## config.mk

```make
export PLATFORM = sky130hd
export DESIGN_NAME = hack_debug_clk_ctrl
export DESIGN_NICKNAME = d
export VERILOG_FILES = /design/src/rtl/hack_debug_clk_ctrl.sv
export SDC_FILE = /design/constraint.sdc
export NUM_CORES = 1
export LEC_CHECK = 0
export ABC_AREA = 1
export ABC_CLOCK_PERIOD_IN_PS = 5200
export CORE_ASPECT_RATIO = 1.2
export CORE_MARGIN = 10
export CORE_UTILIZATION = 56
export CTS_CLUSTER_DIAMETER = 80
export DETAILED_ROUTE_END_ITERATION = 6
export PLACE_DENSITY = 0.95
export SETUP_SLACK_MARGIN = 0.5
export SLEW_MARGIN = 20
export SYNTH_ARGS = -nofsm -noshare
export SYNTH_HDL_FRONTEND = slang
export SYNTH_SLANG_ARGS = --single-unit
```

## constraint.sdc

```tcl
create_clock -name i_CLK -period 5.2 [get_ports i_CLK]
set_input_delay 0.52 -clock i_CLK [delete_from_list [all_inputs] [get_ports i_CLK]]
set_output_delay 0.52 -clock i_CLK [all_outputs]
set_load 0.05 [all_outputs]
```

## src/rtl/hack_debug_clk_ctrl.sv

```systemverilog
// Debug clock-enable controller for the Hack computer: run, divide, single-step and burst modes.
// Optional PC breakpoint support is compiled in when HACK_DEBUG_BREAKPOINT_EN is defined.
module hack_debug_clk_ctrl #(
    parameter int unsigned DIV_W       = 24,
    parameter int unsigned CNT_W       = 16,
    parameter int unsigned PC_W        = 15,
    parameter int unsigned SYNC_STAGES = 2
) (
    input  logic             i_CLK,
    input  logic             i_RESET_n,
    input  logic [1:0]       i_Mode,
    input  logic [DIV_W-1:0] i_Div,
    input  logic             i_Step,
    input  logic [CNT_W-1:0] i_Burst_Len,
    input  logic [PC_W-1:0]  i_PC,
    input  logic [PC_W-1:0]  i_Break_Addr,
    input  logic             i_Break_Valid,
    output logic             o_CLK_EN,
    output logic             o_Halted,
    output logic             o_Break_Hit,
    output logic [31:0]      o_Cycle_Cnt
);

    localparam int unsigned CYC_W = 32;

    localparam logic [1:0] MODE_RUN   = 2'b00;
    localparam logic [1:0] MODE_DIV   = 2'b01;
    localparam logic [1:0] MODE_STEP  = 2'b10;
    localparam logic [1:0] MODE_BURST = 2'b11;

    typedef enum logic [1:0] {
        ST_IDLE  = 2'd0,
        ST_RUN   = 2'd1,
        ST_BURST = 2'd2,
        ST_BREAK = 2'd3
    } state_t;

    state_t             state, state_next;
    logic               en, en_next;
    logic [DIV_W-1:0]   div_cnt, div_next;
    logic [CNT_W-1:0]   burst_cnt, burst_next;
    logic               skip, skip_next;
    logic               halted, halted_next;
    logic               break_hit, break_next;
    logic [CYC_W-1:0]   cyc_cnt;
    logic [1:0]         mode_q;
    logic               mode_chg;
    logic               hit;

    logic [SYNC_STAGES-1:0] sync;
    logic                   sync_prev;
    logic                   step;

    // Button synchroniser and registered rising-edge pulse; a held button yields one pulse.
    always_ff @(posedge i_CLK or negedge i_RESET_n) begin
        if (!i_RESET_n) begin
            sync      <= '0;
            sync_prev <= 1'b0;
            step      <= 1'b0;
        end else begin
            sync      <= {sync[SYNC_STAGES-2:0], i_Step};
            sync_prev <= sync[SYNC_STAGES-1];
            step      <= sync[SYNC_STAGES-1] & ~sync_prev;
        end
    end

    assign mode_chg = (i_Mode != mode_q);

`ifdef HACK_DEBUG_BREAKPOINT_EN
    // Same-cycle gate: the instruction at the breakpoint address is never executed on arrival.
    assign hit = i_Break_Valid && (i_PC == i_Break_Addr) && !skip &&
                 ((state == ST_RUN) || (state == ST_BURST));
`else
    logic unused_bp;
    assign hit       = 1'b0;
    assign unused_bp = ^{i_PC, i_Break_Addr, i_Break_Valid};
`endif

    assign o_CLK_EN = en & ~hit;

    always_comb begin
        state_next = state;
        en_next    = 1'b0;
        div_next   = div_cnt;
        burst_next = burst_cnt;
        skip_next  = skip & ~o_CLK_EN;

        if (mode_chg) begin
            // Any mode switch drops pending work and re-enters from IDLE.
            state_next = ST_IDLE;
            div_next   = '0;
            burst_next = '0;
            skip_next  = 1'b0;
        end else begin
            case (state)
                ST_IDLE: begin
                    case (i_Mode)
                        MODE_RUN, MODE_DIV: begin
                            state_next = ST_RUN;
                            div_next   = '0;
                        end
                        MODE_STEP: en_next = step;
                        MODE_BURST: begin
                            if (step && (i_Burst_Len != '0)) begin
                                state_next = ST_BURST;
                                burst_next = i_Burst_Len;
                            end
                        end
                        default: state_next = ST_IDLE;
                    endcase
                end
                ST_RUN: begin
                    if (hit) begin
                        state_next = ST_BREAK;
                    end else if (i_Mode == MODE_RUN) begin
                        en_next = 1'b1;
                    end else if (i_Mode == MODE_DIV) begin
                        if (div_cnt >= i_Div) begin
                            en_next  = 1'b1;
                            div_next = '0;
                        end else begin
                            div_next = div_cnt + DIV_W'(1);
                        end
                    end else begin
                        state_next = ST_IDLE;
                    end
                end
                ST_BURST: begin
                    if (hit) begin
                        // Give back the enable that was suppressed so the resume finishes the count.
                        state_next = ST_BREAK;
                        burst_next = burst_cnt + CNT_W'(en);
                    end else if (burst_cnt != '0) begin
                        en_next    = 1'b1;
                        burst_next = burst_cnt - CNT_W'(1);
                    end else begin
                        state_next = ST_IDLE;
                    end
                end
                ST_BREAK: begin
                    if (step) begin
                        state_next = (i_Mode == MODE_BURST) ? ST_BURST : ST_RUN;
                        skip_next  = 1'b1;
                    end
                end
                default: state_next = ST_IDLE;
            endcase
        end

        halted_next = ((state_next == ST_IDLE) || (state_next == ST_BREAK)) && !en_next;
        break_next  = (state_next == ST_BREAK);
    end

    always_ff @(posedge i_CLK or negedge i_RESET_n) begin
        if (!i_RESET_n) begin
            state     <= ST_IDLE;
            en        <= 1'b0;
            div_cnt   <= '0;
            burst_cnt <= '0;
            skip      <= 1'b0;
            halted    <= 1'b1;
            break_hit <= 1'b0;
            mode_q    <= MODE_RUN;
        end else begin
            state     <= state_next;
            en        <= en_next;
            div_cnt   <= div_next;
            burst_cnt <= burst_next;
            skip      <= skip_next;
            halted    <= halted_next;
            break_hit <= break_next;
            mode_q    <= i_Mode;
        end
    end

    // Executed-cycle counter, wraps naturally.
    always_ff @(posedge i_CLK or negedge i_RESET_n) begin
        if (!i_RESET_n) begin
            cyc_cnt <= '0;
        end else if (o_CLK_EN) begin
            cyc_cnt <= cyc_cnt + CYC_W'(1);
        end
    end

    assign o_Halted    = halted;
    assign o_Break_Hit = break_hit;
    assign o_Cycle_Cnt = cyc_cnt;

endmodule

```

==> flow_summary.json, run 1 <==
{
  "total_power_mw": 1.541,
  "place.gp.congestion": 0.9353,
  "dp.cells": 916,
  "drv_slew": 0,
  "syn_inst": 722,
  "drv_cap": 0,
  "status": "finished, final reports clean",
  "hold_path_class": "in -> async",
  "postRouteAntennaNets": 0,
  "power.share.combinational_pct": 14.8,
  "min_period_over_period_pct": 50.40,
  "multi_input_area_sq_um": 2848,
  "portBuffers": 79,
  "cpPeakStageDelay_ps": 450,
  "routedWlPerCell_um": 14.61,
  "grt_overflow": 0,
  "synth_edf_count": 0,
  "timing.rr.start": "div_cnt[15]$_DFFE_PN0P_",
  "globalRouteTotalUtil_pct": 19.44,
  "final_common_cell": "nand2_1",
  "crit_arrival_ps": 2860,
  "via_per_inst": 5.435,
  "async_reset_ff_share_pct": 100.0,
  "p_int_mw": 1.085,
  "synth_area_sq_um": 5349,
  "start_util_pct": 56.80,
  "synth-main-ff-cell": "dfrtp_1",
  "num_vias": 5065,
  "final_cells": 932,
  "final_cell_mix": "nand2_1 (181), inv_1 (99), nor2_1 (89)",
  "powerDensity_nw_per_um2": 235.2,
  "drt-initial-drc-count": 396,
  "grt_pass1_wl_um": 22310,
  "die_width_um": 109.2,
  "tns_ps": 0,
  "antenna_cells": 0,
  "antenna_found_initial": 0,
  "io_pins": 111,
  "ctsLongestPathBuffers": 2,
  "yosysWarnings": 0,
  "clock_tree.root_cell": "clkbuf_16",
  "peakVddDrop_mv": 0.1953,
  "hpwl_um": 9865,
  "setup_viol": 0,
  "die_area_sq_um": 13880,
  "fmax_ghz": 0.3815,
  "grt_pass1_vias": 4861,
  "synth.avg_cell_area_sq_um": 7.408,
  "std_cell_rows": 39,
  "clk_latency_ps": 340,
  "core_area_sq_um": 9418,
  "wl_um": 13610,
  "cts_resized": 0,
  "cp_cell_sequence": "clkdlybuf4s50_1 > inv_1 > ha_1 > nand2_1 > nor2_1 > nand3_1 > nor2_1 > nand2_2 > nand2_1 > clkinv_1 > nand2_1 > nand3_1 > nand2_1 > inv_1",
  "post_cts_buffers": 0,
  "grt_max_degree": 84,
  "cts_num_sinks": 83,
  "die_h_um": 127.1,
  "syn_nets": 826,
  "worst_pin_slew_ps": 750.4,
  "worstSetupStartpointType": "input port",
  "crit_fanout": 10,
  "cp_top_family": "simple AND/OR/NAND/NOR gates",
  "layout-drive-gt1-share_pct": 5.562,
  "worst_ep_required_time_ps": 5430,
  "swShare_pct": 29.59,
  "synth_cell_types": 36,
  "cp_slowest_cell": "clkdlybuf4s50_1",
  "drc": 0,
  "cts_tree": "done",
  "critPathKind": "in -> reg",
  "cts_hold_repair.buffers": 0,
  "skew_ps": 9.957,
  "period_minus_slack_ps": 2621,
  "crit_top_cell": "nand2_1",
  "dr.pass1.iters": 5,
  "seqCellArea_sq_um": 2078,
  "p_seq_share_pct": 44.2,
  "ys_seq_elements": 83,
  "area_delta_synth_final_pct": 22.53,
  "htree_levels": 3,
  "ys_seq_area_share_pct": 38.85,
  "cts_inserted_buffers": 9,
  "rrSetupSlack_ps": 2790,
  "p_leak_nw": 3.208,
  "slew-limit-headroom_pct": 49.97,
  "clockPowerShare_pct": 41.0,
  "crit_buf_inv": 4,
  "clkTransAtPathRegs_ps": 80,
  "rsz0062_at_grt": "false",
  "fill_cells": 736,
  "hold_viol": 0,
  "cp-startpoint": "i_Div[23]",
  "critPathCaptureType": "flip-flop",
  "nets": 908,
  "p_sw_uw": 456.0
}
## power groups by stage
stage / combinational (mW) / sequential [mW] / clock (mW)
after floorplan: 0.0983 / 0.725 / 0
after global placement: 0.222 / 0.693 / 0
after detailed placement: 0.227 / 0.694 / 0
after CTS: 0.229 / 0.681 / 0.635
after global routing: 0.252 / 0.683 / 0.668
final: 0.229 / 0.681 / 0.632
## worst reg2reg max path, stage by stage, from the launching register on
cell and delay [ps]:
dfrtp_1 470, ha_1 330, nand2_1 80, nor2_1 200, nand4_1 110, nor2_1 130, nand2_2 150, nand2_1 160
clkinv_1 290, nand2_1 190, nand3_1 80, nand2_1 70, inv_1 40
## metal layers
metal | track usage, % | part of all wire [%]
met5 | 0 | 0
met4 | 7.515 | 3.0
met3 | 4.074 | 5.8
met2 | 34.15 | 52
met1 | 22.43 | 39
## per-stage QoR
| stage | setup WS, ps | hold WS [ps] | cell area (sq um) | utilization (%) |
|---|---|---|---|---|
| 3_3_place_gp | 2343 | 335.6 | 6255 | 66.41 |
| 2_1_floorplan | 3130 | 224.4 | 5349 | - |
| 3_5_place_dp | 2296 | 337.1 | 6255 | 66.41 |
| 4_1_cts | 2622 | 360.8 | 6550 | 69.55 |
| 5_1_grt | 2359 | 285.2 | 6554 | 69.59 |
| 6_report | 2579 | 227.5 | 6554 | 69.59 |
## cell usage after synthesis (all sizes together) (8+ instances only)
cell,number,area [sq um]
a21oi,23,118.9
a31oi,8,50.05
dfrtp,82,2052
ha,28,350.3
inv,102,382.9
nand2,188,723.2
nand3,44,225.2
nand4,17,106.4
nor2,100,427.9
nor3,14,86.34
o21ai,37,185.2
xnor2,11,96.34
xor2,38,332.8
## cells by family after synthesis
kind of cell / share of synthesized area, %
adders and majority gates: 6.550
and+or+nand+nor: 30.18
DFF: 38.85
AOI/OAI and AO/OA: 8.281
xor gates and xnor gates: 8.023
buffers and inverters: 7.907
muxes: 0.2105
## area by class of cell
| class | instances | share of cell area (%) |
|---|---|---|
| multi-input cells | 528 | 43.45 |
| repair buffers | 79 | 12.08 |
| inverters | 103 | 5.899 |
| clock inverters | 7 | 1.069 |
| well taps | 123 | 2.348 |
| clock buffers | 9 | 3.436 |
| flip-flops and latches | 83 | 31.71 |
## flip-flops by register name (all words and copies together), names as in the netlist, 2 cells and up
register     count
state            2
div_cnt         24
sync             2
o_Cycle_Cnt     32
burst_cnt       16
mode_q           2
## worst paths after layout
check	depth (start not counted)	to
max	14	div_cnt[11]$_DFFE_PN0P_
min	1	o_Cycle_Cnt[23]$_DFFE_PN0P_
max reg2reg	12	div_cnt[11]$_DFFE_PN0P_
min reg2reg	0	sync[1]$_DFF_PN0_
max in group asynchronous	1	div_cnt[8]$_DFFE_PN0P_
min in group i_CLK	0	sync[1]$_DFF_PN0_
Power figures use the tool's default switching activity.
==> inputs of run 2 (changes only) <==
--- a/config.mk
+++ b/config.mk
@@ -6,13 +6,13 @@
 export NUM_CORES = 1
 export LEC_CHECK = 0
 export ABC_AREA = 1
-export ABC_CLOCK_PERIOD_IN_PS = 5200
+export ABC_CLOCK_PERIOD_IN_PS = 2200
 export CORE_ASPECT_RATIO = 1.2
 export CORE_MARGIN = 10
-export CORE_UTILIZATION = 56
+export CORE_UTILIZATION = 47
 export CTS_CLUSTER_DIAMETER = 80
 export DETAILED_ROUTE_END_ITERATION = 6
-export PLACE_DENSITY = 0.95
+export PLACE_DENSITY = 0.86
 export SETUP_SLACK_MARGIN = 0.5
 export SLEW_MARGIN = 20
 export SYNTH_ARGS = -nofsm -noshare
==> constraint.sdc (replaced) <==
create_clock -name i_CLK -period 2.2 [get_ports i_CLK]
set_input_delay 0.22 -clock i_CLK [delete_from_list [all_inputs] [get_ports i_CLK]]
set_output_delay 0.22 -clock i_CLK [all_outputs]
set_load 0.05 [all_outputs]
==> flow_summary.json, run 2 (synthesized netlist as in run 1, its figures left out) <==
{
  "status": "finished, final reports clean",
  "ctsLongestPathBuffers": 2,
  "dr.pass1.iters": 5,
  "fill_cells": 782,
  "rsz0062_at_grt": "true",
  "cp_cell_sequence": "ha_1 > nand2_1 > inv_1 > nand2_1 > nand2_1 > nand2_1 > nand2_1 > a21oi_4 > buf_12 > nand2_8 > buf_6 > nor2_4 > nand4_1 > nand2_1",
  "cpPeakStageDelay_ps": 430,
  "place.gp.congestion": 0.9631,
  "drv_cap": 0,
  "hold_viol": 0,
  "grt_pass1_wl_um": 22880,
  "timing.rr.start": "div_cnt[18]$_DFFE_PN0P_",
  "postRouteAntennaNets": 0,
  "slew-limit-headroom_pct": 65.85,
  "wl_um": 15610,
  "hold_ws_ps": 246.7,
  "cts_tree": "done",
  "via_per_inst": 5.266,
  "die_area_sq_um": 16070,
  "final_common_cell": "nand2_1",
  "die_width_um": 117.4,
  "worst_ep_required_time_ps": 2470,
  "p_leak_nw": 3.955,
  "crit_top_cell": "nand2_1",
  "period_minus_slack_ps": 1914,
  "cts_num_sinks": 83,
  "powerDensity_nw_per_um2": 498.7,
  "critPathCaptureType": "flip-flop",
  "layout-drive-gt1-share_pct": 26.25,
  "portBuffers": 79,
  "peakVddDrop_mv": 0.3461,
  "tns_ps": 0,
  "grt_pass1_vias": 5031,
  "final_cell_mix": "nand2_1 (141), inv_1 (94), nor2_1 (71)",
  "std_cell_rows": 42,
  "hpwl_um": 9868,
  "total_power_mw": 3.871,
  "area_delta_synth_final_pct": 45.10,
  "antenna_cells": 0,
  "core_area_sq_um": 11090,
  "globalRouteTotalUtil_pct": 17.07,
  "pre_cts_slack_ps": -52.70,
  "fmax_ghz": 0.5224,
  "crit_buf_inv": 3,
  "io_pins": 111,
  "routedWlPerCell_um": 15.10,
  "nets": 979,
  "setup_viol": 0,
  "setup_ws_ps": 285.8,
  "start_util_pct": 48.24,
  "drt-initial-drc-count": 519,
  "worst_pin_slew_ps": 514.2,
  "largest_reg_flops": 32,
  "crit_arrival_ps": 2190,
  "drc": 0,
  "clock_tree.root_cell": "clkbuf_16",
  "antenna_found_initial": 0,
  "critPathKind": "reg -> reg",
  "hold_path_class": "in -> reg",
  "hp-start": "i_Mode[0]",
  "min_period_over_period_pct": 87.01,
  "crit_fanout": 5,
  "worstSetupStartpointType": "flip-flop",
  "htree_levels": 3,
  "seqCellArea_sq_um": 2108,
  "cp_top_family": "simple AND/OR/NAND/NOR gates",
  "grt_max_degree": 84,
  "cp-startpoint": "div_cnt[18]$_DFFE_PN0P_",
  "grt_overflow": 0,
  "multi_input_area_sq_um": 3371,
  "num_vias": 5445,
  "cts_inserted_buffers": 9,
  "drv_slew": 0,
  "die_h_um": 136.9,
  "cp_slowest_cell": "dfrtp_2",
  "clkTransAtPathRegs_ps": 60,
  "skew_ps": 10.20,
  "clk_latency_ps": 340
}
run 2: path summary, 6_finish.rpt:
path                                          endpoint  slack (ps)  cells after the start
hold / removal                     mode_q[0]$_DFF_PN0_         250                      1
setup reg to reg               div_cnt[12]$_DFFE_PN0P_         290                     14
hold reg to reg                      sync[1]$_DFF_PN0_         360                      0
setup / recovery               div_cnt[12]$_DFFE_PN0P_         290                     14
min in group asynchronous  o_Cycle_Cnt[28]$_DFFE_PN0P_         460                      3
max in group asynchronous   o_Cycle_Cnt[0]$_DFFE_PN0P_        1370                      3
run 2: layout make-up:
class | count | area share [%]
Tap cell | 154 | 2.483
Timing Repair Buffer | 149 | 17.69
Timing Repair inverter | 1 | 0.1128
Sequential cell | 83 | 27.16
Inverter | 103 | 5.191
Multi-Input combinational cell | 528 | 43.43
Clock buffer | 12 | 3.305
Clock inverter | 4 | 0.6287
run 2: routing by layer:
metal  wire length (um)  vias up  share of wire (%)  global-route usage (%)
met1               6316     2559                 40                   19.93
met4                415        0                2.7                   7.521
met3                883       41                5.7                   3.339
met2               7999      217                 51                   29.91
met5                  0        -                  0                       0
li1                   -     2628                  -                       -
run 2: power breakdown:
part           leakage [nW]  internal [mW]  switching (mW)
clock                 0.153          0.940           0.612
sequential             1.10           1.57          0.0550
combinational          2.70          0.281           0.407
total                  3.96           2.80            1.07
run 2: what timing repair did:
action / CTS / global route
hold endpoints to repair: 82 / 0
buffers inserted: 28 / 23
gates resized for setup: 68 / 132
hold buffers: 1 / 0
pin swaps: 16 / 46
setup endpoints to repair: 86 / 55
cloned: 0 / 2
run 2: metrics by stage:
step	cells	cell area [sq um]	util, %
4_1_cts	1009	7089	63.94
3_5_place_dp	964	6505	58.67
3_3_place_gp	964	6505	58.67
2_1_floorplan	722	5424	-
5_1_grt	1034	7761	70.00
6_report	1034	7761	70.00
